`config.mk`:
```
export PLATFORM = sky130hd
export DESIGN_NAME = reg_write_arbiter
export DESIGN_NICKNAME = d
export VERILOG_FILES = /design/src/rtl/reg_arb_pkg.sv /design/src/rtl/rr_priority_pick.sv /design/src/rtl/reg_write_arbiter.sv
export SDC_FILE = /design/constraint.sdc
export NUM_CORES = 1
export LEC_CHECK = 0
export CAP_MARGIN = 20
export CORE_ASPECT_RATIO = 1.75
export CORE_UTILIZATION = 48
export DETAILED_ROUTE_END_ITERATION = 7
export GPL_ROUTABILITY_DRIVEN = 0
export MAX_ROUTING_LAYER = met4
export PLACE_DENSITY = 0.83
export SLEW_MARGIN = 20
export SYNTH_ARGS = -nofsm -noshare
export SYNTH_HDL_FRONTEND = slang
export SYNTH_SLANG_ARGS = --single-unit
```
`constraint.sdc`:
```
create_clock -name Clock -period 8 [get_ports Clock]
set_input_delay 1.6 -clock Clock [delete_from_list [all_inputs] [get_ports Clock]]
set_output_delay 1.6 -clock Clock [all_outputs]
set_load 0.03 [all_outputs]
```
`src/rtl/reg_arb_pkg.sv`:
```
// reg_arb_pkg: shared state type, idle bus code and round-robin pick helper
// for the register write arbiter.
package reg_arb_pkg;

  typedef enum logic {
    IDLE   = 1'b0,
    LOCKED = 1'b1
  } arb_state_t;

  // Write bus value when nothing is written: MSB set, data field zero.
  localparam logic [4:0] WR_NOP = 5'b10000;

  // Widest requester vector the pick helper understands.
  localparam int unsigned PICK_MAX = 8;

  // Returns the first set bit of valid when scanning last+1, last+2, ... mod n.
  // Returns 0 when no bit is set; callers qualify with |valid.
  function automatic int unsigned rr_pick(input logic [7:0] valid,
                                          input int unsigned last,
                                          input int unsigned n);
    int unsigned pick;
    logic        found;
    logic [2:0]  idx;
    pick  = 0;
    found = 1'b0;
    for (int unsigned k = 1; k <= PICK_MAX; k++) begin
      idx = 3'((last + k) % n);
      if ((k <= n) && !found && valid[idx]) begin
        pick  = 32'(idx);
        found = 1'b1;
      end
    end
    return pick;
  endfunction

endpackage

```
`src/rtl/rr_priority_pick.sv`:
```
// rr_priority_pick: rotate-and-priority-encode of the request vector,
// starting the search just after the previous winner.
module rr_priority_pick
  import reg_arb_pkg::*;
#(
  parameter  int NUM_REQ = 3,
  localparam int GW      = $clog2(NUM_REQ)
) (
  input  logic [NUM_REQ-1:0] valid,
  input  logic [GW-1:0]      last,
  output logic [GW-1:0]      winner,
  output logic               found
);

  // Pick the next valid requester after last, wrapping around
  always_comb begin
    winner = GW'(rr_pick(8'(valid), 32'(last), 32'(NUM_REQ)));
    found  = |valid;
  end

endmodule

```
`src/rtl/reg_write_arbiter.sv`:
```
// reg_write_arbiter: shares the register bank write path between requesters
// with round-robin arbitration and a bounded burst lock. One transfer per cycle
// at most; the accepted write appears on Wr_En/Wr_D exactly one cycle later.
// Optional build macro ARB_CONFLICT_CNT_EN adds the Conflict_Cnt output.
module reg_write_arbiter
  import reg_arb_pkg::*;
#(
  parameter  int NUM_REQ  = 3,
  parameter  int NUM_REGS = 4,
  parameter  int DATA_W   = 4,
  parameter  int MAX_LOCK = 4,
  localparam int AW       = $clog2(NUM_REGS),
  localparam int GW       = $clog2(NUM_REQ)
) (
  input  logic                      Clock,
  input  logic                      Reset,
  input  logic [NUM_REQ-1:0]        Req_Valid,
  input  logic [NUM_REQ-1:0]        Req_Lock,
  input  logic [NUM_REQ*AW-1:0]     Req_Addr,
  input  logic [NUM_REQ*DATA_W-1:0] Req_Data,
  output logic [NUM_REQ-1:0]        Req_Ready,
  output logic [NUM_REGS-1:0]       Wr_En,
  output logic [DATA_W:0]           Wr_D,
  output logic [GW-1:0]             Grant_Id,
  output logic                      Busy,
  output logic                      Err_Addr
`ifdef ARB_CONFLICT_CNT_EN
  ,
  output logic [7:0]                Conflict_Cnt
`endif
);

  localparam logic [DATA_W:0] WR_IDLE   = {1'b1, {DATA_W{1'b0}}};
  localparam logic [3:0]      LOCK_LIMIT = 4'(MAX_LOCK);
  localparam logic [GW-1:0]   LAST_INIT  = GW'(NUM_REQ - 1);

  arb_state_t          state, state_nxt;
  logic [GW-1:0]       last, last_nxt;
  logic [GW-1:0]       owner, owner_nxt;
  logic [3:0]          lock_cnt, cnt_nxt;
  logic [GW-1:0]       winner;
  logic                any_valid;
  logic [NUM_REQ-1:0]  ready;
  logic                xfer;
  logic [GW-1:0]       xfer_idx;
  logic [AW-1:0]       sel_addr;
  logic [DATA_W-1:0]   sel_data;
  logic                addr_ok;
  logic [NUM_REGS-1:0] dec_en;

  rr_priority_pick #(
    .NUM_REQ (NUM_REQ)
  ) u_pick (
    .valid  (Req_Valid),
    .last   (last),
    .winner (winner),
    .found  (any_valid)
  );

  // Arbitration FSM: decides who is ready this cycle and the next state
  always_comb begin
    state_nxt = state;
    last_nxt  = last;
    owner_nxt = owner;
    cnt_nxt   = lock_cnt;
    ready     = '0;
    xfer      = 1'b0;
    xfer_idx  = owner;
    if (!Reset) begin
      case (state)
        IDLE: begin
          xfer_idx = winner;
          if (any_valid) begin
            ready[winner] = 1'b1;
            xfer          = 1'b1;
            last_nxt      = winner;
            if (Req_Lock[winner]) begin
              state_nxt = LOCKED;
              owner_nxt = winner;
              cnt_nxt   = 4'd1;
            end
          end
        end
        LOCKED: begin
          if (Req_Valid[owner]) begin
            ready[owner] = 1'b1;
            xfer         = 1'b1;
            last_nxt     = owner;
            if (Req_Lock[owner] && (lock_cnt < LOCK_LIMIT)) begin
              cnt_nxt = lock_cnt + 4'd1;
            end else begin
              state_nxt = IDLE;
              cnt_nxt   = 4'd0;
            end
          end else begin
            state_nxt = IDLE;
            cnt_nxt   = 4'd0;
          end
        end
        default: begin
          state_nxt = IDLE;
          cnt_nxt   = 4'd0;
        end
      endcase
    end
  end

  // Arbitration state register: FSM state, round-robin pointer, lock owner and count
  always_ff @(posedge Clock) begin
    if (Reset) begin
      state    <= IDLE;
      last     <= LAST_INIT;
      owner    <= '0;
      lock_cnt <= 4'd0;
    end else begin
      state    <= state_nxt;
      last     <= last_nxt;
      owner    <= owner_nxt;
      lock_cnt <= cnt_nxt;
    end
  end

  // Select the accepted requester's address and data and decode the target register
  always_comb begin
    sel_addr = '0;
    sel_data = '0;
    for (int i = 0; i < NUM_REQ; i++) begin
      if (xfer_idx == GW'(i)) begin
        sel_addr = Req_Addr[i*AW +: AW];
        sel_data = Req_Data[i*DATA_W +: DATA_W];
      end
    end
    addr_ok = (32'(sel_addr) < NUM_REGS);
    dec_en  = '0;
    if (addr_ok) begin
      dec_en[sel_addr] = 1'b1;
    end
  end

  // Output stage: one-cycle write pulse, error pulse and sticky grant index
  always_ff @(posedge Clock) begin
    if (Reset) begin
      Wr_En    <= '0;
      Wr_D     <= WR_IDLE;
      Grant_Id <= '0;
      Err_Addr <= 1'b0;
    end else begin
      Wr_En    <= '0;
      Wr_D     <= WR_IDLE;
      Err_Addr <= 1'b0;
      if (xfer) begin
        Grant_Id <= xfer_idx;
        if (addr_ok) begin
          Wr_En <= dec_en;
          Wr_D  <= {1'b0, sel_data};
        end else begin
          Err_Addr <= 1'b1;
        end
      end
    end
  end

  // Status outputs visible to requesters
  always_comb begin
    Req_Ready = ready;
    Busy      = (state == LOCKED);
  end

`ifdef ARB_CONFLICT_CNT_EN
  logic [NUM_REQ-1:0] owner_mask;
  logic               conflict;

  // Flag cycles where some valid requester was held off by arbitration or a lock
  always_comb begin
    owner_mask        = '0;
    owner_mask[owner] = 1'b1;
    conflict          = 1'b0;
    if (!Reset) begin
      if (($countones(Req_Valid) >= 2) && xfer) begin
        conflict = 1'b1;
      end
      if ((state == LOCKED) && ((Req_Valid & ~owner_mask) != '0)) begin
        conflict = 1'b1;
      end
    end
  end

  // Saturating contention counter
  always_ff @(posedge Clock) begin
    if (Reset) begin
      Conflict_Cnt <= 8'd0;
    end else if (conflict && (Conflict_Cnt != 8'hFF)) begin
      Conflict_Cnt <= Conflict_Cnt + 8'd1;
    end
  end
`endif

endmodule

```
After elaboration in Yosys (flattened, before gate mapping)
Cells that the tools add are included.
- output and inout bits: 16
- input bits: 26
- word-level logic and storage cells: 99
- flip-flop bits (word level): 20
- multiplexer cells: 53
- reductions and logical operators: 14
- order comparisons: 10
- bitwise gates (word level): 2
- equality and inequality tests: 5
- $add $sub $neg: 4
- div/mod/pow operators: 3
- operator list (operator ; count):
    32-bit by 2-bit modulo with 32-bit output (second input constant) ; 3
    4-bit 2-to-1 mux ; 7
    2-bit 2-to-1 mux ; 10
    1-bit 2-to-1 mux ; 18
    3-bit by 4-bit < comparator with 1-bit output (second input constant) ; 3
    1-bit binary-select mux with 3-bit select ; 3
    2-bit by 3-bit < comparator with 1-bit output (second input constant) ; 3
    3-bit 2-to-1 mux ; 3
    4-bit case mux with 2 select lines ; 1
    2-bit by 2-bit adder with 3-bit output (second input constant) ; 2
    1-bit binary-select mux with 2-bit select ; 3
    1-bit demux with 2-bit select ; 3
    2-bit by 1-bit >= comparator with 1-bit output (second input constant) ; 3
    1-bit logical AND ; 6
    3-bit case mux with 2 select lines ; 1
    5-bit 2-to-1 mux ; 1
    4-bit by 1-bit adder with 4-bit output (second input constant) ; 1
    4-bit by 3-bit < comparator with 1-bit output (second input constant) ; 1
    2-bit inequality test (second input constant) ; 2
    1-bit case mux with 2 select lines ; 2
    2-bit case mux with 2 select lines ; 1
    2-bit AND reduction ; 2
    2-bit by 1-bit adder with 3-bit output (second input constant) ; 1
    3-bit AND reduction ; 1
    other kinds (8) ; 10

Logic depth before layout (Yosys ltp)
Gate-level depths: netlist of run 1.
- depth after elaboration: 21
- mapped depth: 10
- gate-level depth less buffers: 10

Modules after synthesis
A second synthesis of run 1 with hierarchy kept.
- cell total of the unflattened synthesis: 137
- area, all modules: 1320.0 um^2
- modules (own cells, without submodules) (module ; cells an instance ; times used ; area each (um^2)):
    reg_write_arbiter ; 103 ; 1 ; 1037.2
    rr_priority_pick ; 34 ; 1 ; 282.8

Least setup slack after synthesis of run 1
No wires, ideal clock.
- path kind: input port to output port
- start: input Req_Valid[2]
- end: output Req_Ready[1]
- arrival: 3088 ps
- data required time: 6400 ps
- path buffers: 0
- setup slack: 3312 ps
- cell stages on the path: 6
- cells stage by stage: mux2i_1 o21ai_4 o311ai_4 and2_2 a21o_1 nor2b_1
- cells in the longest elaborated chain, start to end: 16
- RTL lines (item ; line ; source):
    from (decl) ; reg_write_arbiter.sv:17 ; input logic [NUM_REQ-1:0] Req_Valid,
    1-bit binary-select mux with 3-bit select ; reg_arb_pkg.sv:28 ; if ((k <= n) && !found && valid[idx]) begin
    1-bit 2-to-1 mux (not written as such) ; reg_arb_pkg.sv:28 ;
    1-bit 2-to-1 mux ; reg_arb_pkg.sv:28 ;
    1-bit logical NOT ; reg_arb_pkg.sv:28 ;
    1-bit logical AND ; reg_arb_pkg.sv:28 ;
    1-bit 2-to-1 mux ; reg_arb_pkg.sv:28 ;
    1-bit logical NOT ; reg_arb_pkg.sv:28 ;
    1-bit logical AND ; reg_arb_pkg.sv:28 ;
    2-bit 2-to-1 mux ; reg_arb_pkg.sv:28 ;
    2-bit by 3-bit < comparator with 1-bit output (not written as such) / 2-bit by 1-bit >= comparator with 1-bit output (equally long branches) ; reg_write_arbiter.sv:74 ; ready[winner] = 1'b1;
    1-bit logical AND (not written as such) ; reg_write_arbiter.sv:74 ;
    1-bit 2-to-1 mux (not written as such) ; reg_write_arbiter.sv:74 ;
    1-bit demux with 2-bit select ; reg_write_arbiter.sv:74 ;
    3-bit 2-to-1 mux ; reg_write_arbiter.sv:73 ; if (any_valid) begin
    3-bit case mux with 2 select lines (*) ; reg_write_arbiter.sv:70 ; case (state)
    3-bit 2-to-1 mux (*) ; reg_write_arbiter.sv:69 ; if (!Reset) begin
    to (decl) ; reg_write_arbiter.sv:21 ; output logic [NUM_REQ-1:0] Req_Ready,
Every way passes the cells marked *; elsewhere a longest branch is shown, timed or not. The select of a mux whose other input is x is not followed.

Worst setup path in the final report of run 1
- start: input Req_Valid[1]
- end: output Req_Ready[1]
Same word-level chain as after synthesis.

==> out/metrics.csv, run 1 <==
stage;metric;value;unit
clocking;largest buffer count on any clock path;2;
timing;period utilization;0.728;
logic_synthesis;Syn Inst Count;131;
die;row count;24;
place;Setup WS pre-CTS;2.22;ns
timing;worst setup margin;2.18;ns
drt;# DRC;0;
logic_synthesis;ys flop type;dfxtp_1;
die;die width;40.9;um
logic_synthesis;synthesized cell area;1270;um^2
drt;DR vias/cell;5.93;
critical_path;Startpoint Class;input pin;
critical_path;crit path DAT;4.22;ns
timing;Worst Tran Pin Value;0.729;ns
critical_path;CP most frequent cell;clkdlybuf4s50_1;
critical_path;Worst Setup SP;Req_Valid[1];
critical_path;R2R cell count;10;
logic_synthesis;Syn Area/Cell;9.69;um^2
timing;Slew HR;0.512;
critical_path;Req. time, crit path;6.40;ns
logic_synthesis;Syn Nets;166;
logic_synthesis;Synth cell types;47;
die;I/O pin count;42;
global_routing;largest net degree at the start of global routing;15;
logic_synthesis;area leader, netlist;dfxtp_1;
logic_synthesis;sequential fraction of the synthesis area;0.315;
clocking;Worst-path clk slew;0.07;ns
layout;# diodes;0;
die;Die ar.;2860;um^2
critical_path;crit path kind;in2out;
logic_synthesis;Yosys reg bits;20;
hold_path;Worst Hold Class;reg2reg;
drt;Vias;1162;
critical_path;Worst Setup EP;Req_Ready[1];
timing;achievable frequency;0.172;GHz
logic_synthesis;FFs w/ async S/R, synth;0;
drt;Total Wirelength;3060;um
global_routing;vias in the first global route;1208;
layout;Area Overhead vs Synth;34.7;%
critical_path;largest stage delay on the critical path;0.71;ns
run_status;run status;completed;
layout;area of the multi-input gates;825;um^2
critical_path;Worst path depth;8;
clocking;Post-CTS Setup Repair Bufs;0;
clocking;clk_lat worst skew;0.26;ns
critical_path;R2R Setup Slk;4.97;ns
clocking;Clock Tree Root;clkbuf_8;
critical_path;Crit. End Element;output pin;
clocking;clock sinks;20;
layout;commonest non-fill, non-tap cells in the layout;clkdlybuf4s50_1 (40), dfxtp_1 (20), nor2_1 (14);
critical_path;reg2reg start;last[0];
clocking;PostCTS Resize Cnt;0;
layout;fin cells;196;
die;die height;70.0;um
pwr;Pwr Density;359;nW/um^2
critical_path;RR Endpoint;Wr_En[0];
logic_synthesis;EDFF count, synth;0;
timing;Setup TNS;0;ns
global_routing;GRT Util Overall;0.241;
global_routing;initial antenna violation count;0;
flow_run;# Max-Cap Violations;0;
clocking;Hold-fix buffers, CTS;0;
drt;DR iter-0 viols;20;
layout;Seq. cell area;400;um^2
layout;share of layout cells above drive strength 1;0.153;
layout;filler instances;202;
place;placed cell count;193;
layout;most common cell after layout, fill and taps aside;clkdlybuf4s50_1;
hold_path;hold path depth;2;
layout;final net count;207;
critical_path;CP Max Fanout;6;
critical_path;crit path cell chain;clkdlybuf4s50_1 > nand2_1 > a211o_2 > o311ai_4 > and2_2 > a21o_1 > nor2b_1 > clkdlybuf4s50_1;
clocking;Num CTS Buffers;3;
pwr;leakage power figure;0.000675;uW
pwr;maximum vdd drop;206;uV
critical_path;Worst path slowest cell;clkdlybuf4s50_1;
die;initial core utilization;0.510;
critical_path;CP Buf/Inv Count;2;
timing;unrepaired setup endpoints after global routing;no;
timing;Worst Clk Skew;0.00140;ns
timing;final hold viol count;0;
timing;final setup fails;0;
drt;DRT Pass-1 Iters;4;
clocking;htree depth;1;
die;core area;2490;um^2
global_routing;total gr overflow;0;
clocking;CTS tree;yes;
global_routing;first-pass GRT wire length;4860;um
timing;Slew Limit Fails;0;
place;post-DP HPWL;2540;um
logic_synthesis;yosys warns;0;
logic_synthesis;Yosys top cell area share;0.315;
drt;DRT antenna net count;0;
critical_path;delay-heaviest family, CP;buffers and inverters;
place;number of port buffers;40;
timing;Period minus WS final;5.82;ns
logic_synthesis;synth top area cells;dfxtp_1 (32%), ha_1 (8.9%), mux2_2 (4.4%), nor2_1 (4.1%), a21oi_1 (3.9%);
drt;WL/cell;15.6;um
==> area by class of cell <==
class | count | share of cell area
sequential | 20 | 0.234
multi-input combinational | 104 | 0.482
inverter | 3 | 0.00658
clock buffer | 3 | 0.0241
timing repair buffer | 40 | 0.234
tap | 26 | 0.0190
==> report_power, final <==
part	switching, uW	internal [uW]	leakage [uW]
clock network	30.9	33.5	0.0000216
registers	26.4	130	0.000164
logic	222	171	0.000489
==> synth_stat cells (2+ instances only) <==
library cell and count:
mux2_2 5, a22oi_1 5, or2_2 2, nor2_1 14, buf_6 2, nand2_1 8
dfxtp_1 20, nor3_1 4, a21boi_0 2, and3_1 2, o21ai_0 4, a32o_1 2
mux2i_1 5, mux2i_4 2, ha_1 9, a21oi_1 10, o31ai_1 2, nor2b_1 2
inv_1 3
==> worst reg2reg max path, delay by kind of cell, from the launching register on <==
kind,cells,cell delay [ns]
buf+inv,1,0.12
compound gates,3,0.46
mux,2,0.69
flops,1,0.42
simple gates,2,0.77
fa+ha+maj,2,0.51
==> routing by layer <==
metal  vias to the layer above  global-route usage  wire (um)
met1                       546               0.215       1020
met3                         7              0.0444        182
met4                         0              0.0630         43
li1                        555                   -          -
met2                        54               0.453       1810
met5                         -                   -          0
==> worst min-delay path by stage <==
stage                      startpoint          end  slack [ns]
after global routing      Grant_Id[1]  Grant_Id[1]        0.49
after global placement    Grant_Id[1]  Grant_Id[1]        0.45
after CTS                 Grant_Id[1]  Grant_Id[1]        0.47
final                     Grant_Id[1]  Grant_Id[1]        0.46
after floorplan           lock_cnt[3]  lock_cnt[3]        0.45
after detailed placement  Grant_Id[1]  Grant_Id[1]        0.46
==> stage by stage <==
step                power (uW)  hold slack [ns]  instance area, um^2   util
global route               652            0.490                 1710  0.686
CTS                        616            0.466                 1710  0.686
global placement           535            0.448                 1670  0.670
finish                     614            0.460                 1710  0.686
detailed placement         552            0.457                 1670  0.670
floorplan                  439            0.454                 1270      -
==> cells by family (layout without fill, tap and decap cells) <==
group           Yosys count  in the layout  synth area share
buf+inv                   7             46            0.0355
flops                    20             20             0.315
mux                      12             12             0.119
simple gates             44             44             0.192
fa+ha+maj                 9              9            0.0887
other cells               1              1           0.00295
compound gates           38             38             0.246
==> flip-flops by register name, summed over array words and instances (netlist names) <==
register and flops:
Wr_D 5, Wr_En 4, lock_cnt 4, Grant_Id 2, last 2, owner 2
Busy 1
(Power assumes the default switching activity.)
==> inputs of run 2 (changes only) <==
--- a/config.mk
+++ b/config.mk
@@ -7,11 +7,11 @@
 export LEC_CHECK = 0
 export CAP_MARGIN = 20
 export CORE_ASPECT_RATIO = 1.75
-export CORE_UTILIZATION = 48
+export CORE_UTILIZATION = 41
 export DETAILED_ROUTE_END_ITERATION = 7
 export GPL_ROUTABILITY_DRIVEN = 0
 export MAX_ROUTING_LAYER = met4
-export PLACE_DENSITY = 0.83
+export PLACE_DENSITY = 0.76
 export SLEW_MARGIN = 20
 export SYNTH_ARGS = -nofsm -noshare
 export SYNTH_HDL_FRONTEND = slang
==> constraint.sdc (replaced) <==
create_clock -name Clock -period 4.8 [get_ports Clock]
set_input_delay 0.96 -clock Clock [delete_from_list [all_inputs] [get_ports Clock]]
set_output_delay 0.96 -clock Clock [all_outputs]
set_load 0.03 [all_outputs]
==> out/metrics.csv, run 2 (synthesized netlist as in run 1, its figures left out) <==
stage;metric;value;unit;change
clocking;clock sinks;20;;unchanged
critical_path;Crit. End Element;output pin;;
flow_run;# Max-Cap Violations;0;;unchanged
clocking;clk_lat worst skew;0.25;ns;about the same
die;core area;2930;um^2;+17%
layout;most common cell after layout, fill and taps aside;clkdlybuf4s50_1;;
layout;Largest Register;Wr_D;;
critical_path;CP Max Fanout;8;;+2
clocking;largest buffer count on any clock path;2;;unchanged
hold_path;Worst Hold Class;reg2reg;;
die;initial core utilization;0.434;;-0.0758
pwr;Pwr Total;1030;uW;+68%
global_routing;initial antenna violation count;0;;unchanged
critical_path;crit path DAT;3.51;ns;-0.71 ns
global_routing;GRT Util Overall;0.203;;-0.0376
layout;biggest regs;Wr_D: 5 flops, Wr_En: 4 flops, lock_cnt: 4 flops;;
clocking;Worst-path clk slew;0.07;ns;about the same
layout;max FFs per register;5;;unchanged
timing;final hold viol count;0;;unchanged
global_routing;total gr overflow;0;;unchanged
clocking;htree depth;1;;unchanged
global_routing;first-pass GRT wire length;4910;um;+1.1%
pwr;Pwr Density;598;nW/um^2;+67%
timing;achievable frequency;0.224;GHz;
global_routing;largest net degree at the start of global routing;15;;unchanged
global_routing;vias in the first global route;1156;;-4.3%
drt;DRT antenna net count;0;;unchanged
timing;Worst Tran Pin Value;0.704;ns;-0.0252 ns
die;die height;75.6;um;+8.0%
drt;Vias;1147;;-1.3%
drt;DRT Pass-1 Iters;6;;+2
critical_path;Req. time, crit path;3.84;ns;-2.56 ns
run_status;run status;completed;;
clocking;Clock Tree Root;clkbuf_8;;
clocking;Hold-fix buffers, CTS;0;;unchanged
die;Die ar.;3330;um^2;+16%
layout;# diodes;0;;unchanged
timing;Slew Limit Fails;0;;unchanged
timing;Period minus WS final;4.47;ns;
layout;Area Overhead vs Synth;36.0;%;
clocking;Num CTS Buffers;3;;unchanged
die;die width;44.1;um;+7.8%
layout;final net count;207;;unchanged
layout;share of layout cells above drive strength 1;0.158;;+0.00495
clocking;CTS tree;yes;;
timing;Worst Clk Skew;0.00296;ns;+0.00156 ns
drt;Total Wirelength;2900;um;-5.2%
place;DP Area;1670;um^2;+0.15%
layout;Seq. cell area;400;um^2;unchanged
drt;WL/cell;14.6;um;-6.7%
layout;filler instances;267;;+32%
pwr;leakage power figure;0.000682;uW;+1.1%
die;I/O pin count;42;;unchanged
layout;Finished Cell Area;1730;um^2;+0.95%
place;post-DP HPWL;2390;um;-5.7%
timing;Setup TNS;0;ns;unchanged
die;row count;26;;+8.3%
clocking;PostCTS Resize Cnt;0;;unchanged
layout;commonest non-fill, non-tap cells in the layout;clkdlybuf4s50_1 (40), dfxtp_1 (20), nor2_1 (14);;
timing;unrepaired setup endpoints after global routing;no;;
layout;area of the multi-input gates;825;um^2;unchanged
pwr;maximum vdd drop;320;uV;+55%
place;number of port buffers;40;;unchanged
drt;DR iter-0 viols;21;;+5.0%
critical_path;Startpoint Class;input pin;;
timing;hold_ws;0.466;ns;+0.00579 ns
timing;period utilization;0.931;;
critical_path;crit path kind;in2out;;
drt;DR vias/cell;5.76;;-2.8%
timing;Slew HR;0.529;;+0.0169
clocking;Post-CTS Setup Repair Bufs;0;;unchanged
layout;Core Util, Final;0.590;;-0.0965
timing;final setup fails;0;;unchanged
drt;# DRC;0;;unchanged
## run 2: cell count changes in the layout (fill, tap and decap cells not counted), sizes merged
cell / before / now
clkbuf: 3 / 4
## run 2: per-layer routing
metal,vias up,wire length [um],track usage
met2,46,1610,0.379
met3,6,187,0.0355
met4,0,59,0.0943
li1,556,-,-
met1,539,1040,0.196
met5,-,0,-
## run 2: path summary, 6_finish.rpt
kind,slack (ns),startpoint,end,depth (start not counted)
worst min-delay path,0.47,Grant_Id[1],Grant_Id[1],2
worst min register to register,0.47,Grant_Id[1],Grant_Id[1],2
worst max-delay path,0.33,Req_Valid[2],Req_Ready[1],8
worst max register to register,1.79,last[1],Wr_En[0],9
## run 2: final cells by class
cell class / count / share of cell area
Timing Repair Buffer: 40 / 0.232
Inverter: 3 / 0.00652
Sequential cell: 20 / 0.232
Clock buffer: 4 / 0.0319
Tap cell: 28 / 0.0203
Multi-Input combinational cell: 104 / 0.478
## run 2: worst max-delay path, stage by stage
cell	delay, ns
clkdlybuf4s50_1	0.53
mux2i_1	0.37
o21ai_4	0.13
o311ai_4	0.37
and2_2	0.22
a21o_1	0.11
nor2b_1	0.13
clkdlybuf4s50_1	0.70
## run 2: report_power, final
part / total [uW] / internal (uW) / switching (uW)
sequential: 260 / 217 / 42.9
combinational: 648 / 285 / 362
clock: 125 / 72.9 / 51.8
## run 2: per-stage QoR
step	std cells	worst slack (ns)
global route	199	0.191
global placement	195	0.409
finish	199	0.330
floorplan	131	1.39
CTS	199	0.338
detailed placement	195	0.347
==> inputs of run 3 (changes only) <==
==> constraint.sdc (replaced) <==
create_clock -name Clock -period 4.8 [get_ports Clock]
set_input_delay 0.48 -clock Clock [delete_from_list [all_inputs] [get_ports Clock]]
set_output_delay 0.48 -clock Clock [all_outputs]
set_load 0.03 [all_outputs]
==> out/metrics.csv, run 3 (synthesized netlist as in run 1, its figures left out) <==
stage;metric;value;unit;change
clocking;CTS tree;yes;;
die;Die ar.;3330;um^2;unchanged
pwr;Clock Power Share;0.104;;-0.017
drt;Vias;1149;;+0.17%
timing;worst setup margin;1.01;ns;+0.675 ns
pwr;maximum vdd drop;316;uV;-1.3%
flow_run;# Max-Cap Violations;0;;unchanged
layout;Area Overhead vs Synth;34.9;%;
timing;Setup TNS;0;ns;unchanged
critical_path;Worst path slowest cell;clkdlybuf4s50_1;;
hold_path;Worst Hold Class;reg2reg;;
pwr;switching power;456;uW;-0.33%
die;die width;44.1;um;unchanged
timing;unrepaired setup endpoints after global routing;no;;
place;number of port buffers;40;;unchanged
clocking;htree depth;1;;unchanged
run_status;run status;completed;;
clocking;Hold-fix buffers, CTS;0;;unchanged
global_routing;first-pass GRT wire length;4880;um;-0.69%
die;initial core utilization;0.434;;unchanged
pwr;sequential share of power;0.257;;+0.005
critical_path;CP Max Fanout;8;;unchanged
drt;met2 wire length;1650;um;+2.6%
layout;max FFs per register;5;;unchanged
clocking;Clock Tree Root;clkbuf_8;;
timing;final hold viol count;0;;unchanged
global_routing;GRT Util Overall;0.198;;-0.00547
drt;DRT Pass-1 Iters;6;;unchanged
clocking;PostCTS Resize Cnt;0;;unchanged
layout;Largest Register;Wr_D;;
critical_path;crit path DAT;3.31;ns;-0.20 ns
place;post-DP HPWL;2410;um;+0.74%
global_routing;total gr overflow;0;;unchanged
timing;Slew Limit Fails;0;;unchanged
critical_path;Req. time, crit path;4.32;ns;+0.48 ns
drt;DR iter-0 viols;28;;+33%
global_routing;initial antenna violation count;0;;unchanged
global_routing;vias in the first global route;1192;;+3.1%
pwr;Pwr Density;592;nW/um^2;-1.0%
layout;fin cells;198;;-0.50%
drt;top routing layer in use;met4;;
layout;biggest regs;Wr_D: 5 flops, Wr_En: 4 flops, lock_cnt: 4 flops;;
place;Setup WS pre-CTS;1.29;ns;+0.939 ns
critical_path;Crit. End Element;output pin;;
drt;DRT antenna net count;0;;unchanged
global_routing;largest net degree at the start of global routing;15;;unchanged
critical_path;crit path cell chain;inv_1 > ha_1 > a211oi_1 > a211o_2 > o311ai_4 > and2_2 > a21o_1 > nor2b_1 > clkdlybuf4s50_1;;
place;placed cell count;195;;unchanged
layout;# diodes;0;;unchanged
timing;Slew HR;0.506;;-0.0226
clocking;Worst-path clk slew;0.06;ns;about the same
critical_path;reg2reg start;last[0];;
drt;Total Wirelength;2920;um;+0.93%
pwr;Pint;558;uW;-3.0%
timing;final setup fails;0;;unchanged
die;row count;26;;unchanged
clocking;Post-CTS Setup Repair Bufs;0;;unchanged
layout;most common cell after layout, fill and taps aside;clkdlybuf4s50_1;;
hold_path;Hold Crit Start;Grant_Id[1];;
pwr;leakage power figure;0.000675;uW;-1.1%
layout;filler instances;264;;-1.1%
timing;period utilization;0.791;;-0.141
layout;commonest non-fill, non-tap cells in the layout;clkdlybuf4s50_1 (40), dfxtp_1 (20), nor2_1 (14);;
layout;final net count;207;;unchanged
pwr;Pwr Total;1010;uW;-1.8%
pwr;Comb pwr share;0.639;;+0.011
drt;DR vias/cell;5.80;;+0.68%
drt;WL met3;152;um;-19%
critical_path;Worst Setup SP;last[1];;
timing;achievable frequency;0.264;GHz;+18%
pwr;switch share;0.450;;+0.00667
die;core area;2930;um^2;unchanged
layout;share of layout cells above drive strength 1;0.153;;-0.00495
clocking;Num CTS Buffers;3;;unchanged
drt;Metal-1 WL;1080;um;+4.2%
critical_path;crit path kind;reg2out;;
clocking;clock sinks;20;;unchanged
clocking;clk_lat worst skew;0.25;ns;about the same
timing;Period minus WS final;3.79;ns;-0.675 ns
die;die height;75.6;um;unchanged
critical_path;Startpoint Class;flip-flop;;
timing;Worst Tran Pin Value;0.738;ns;+0.0338 ns
timing;Worst Clk Skew;0.00219;ns;-0.000778 ns
drt;# DRC;0;;unchanged
die;I/O pin count;42;;unchanged
clocking;largest buffer count on any clock path;2;;unchanged
drt;WL/cell;14.8;um;+1.4%
critical_path;largest stage delay on the critical path;0.69;ns;about the same
[run 3: path summary, 6_finish.rpt]
path / endpoint / slack [ns] / cells after the start
setup / recovery: Req_Ready[1] / 1.01 / 9
hold / removal: Grant_Id[1] / 0.46 / 2
setup reg to reg: Wr_En[0] / 1.80 / 10
hold reg to reg: Grant_Id[1] / 0.46 / 2
[run 3: through the flow]
stage | cell area, um^2 | utilization | hold slack, ns
global placement | 1670 | 0.571 | 0.450
CTS | 1710 | 0.585 | 0.469
detailed placement | 1670 | 0.571 | 0.460
floorplan | 1270 | - | 0.454
global route | 1710 | 0.585 | 0.502
finish | 1710 | 0.585 | 0.462
[run 3: area by class of cell]
type                       instances  area [um^2]  share of cell area
clock buffer                       3         41.3              0.0241
inverter                           3         11.3             0.00657
multi-input combinational        104          825               0.481
tap                               28         35.0              0.0205
timing repair buffer              40          400               0.234
sequential                        20          400               0.234
[run 3: metal layers]
metal / vias up / global-route usage
met5: - / -
met4: 0 / 0.0909
met3: 4 / 0.0190
met2: 41 / 0.384
met1: 549 / 0.187
li1: 555 / -
[run 3: critical path, delay by kind of cell, from the launching register on]
family,cells,cell delay [ns]
adder cells (fa/ha/maj),1,0.40
flip-flops,1,0.47
buffers and inverters,2,0.83
AO/OA/AOI/OAI,4,0.98
AND/OR/NAND/NOR,2,0.36
[run 3: power by group through the flow]
stage | Sequential (uW) | Clock (uW) | Combinational, uW
after floorplan | 322 | 0 | 410
after global placement | 262 | 0 | 634
after detailed placement | 264 | 0 | 650
after CTS | 261 | 108 | 653
after global routing | 269 | 115 | 702
final | 261 | 105 | 648
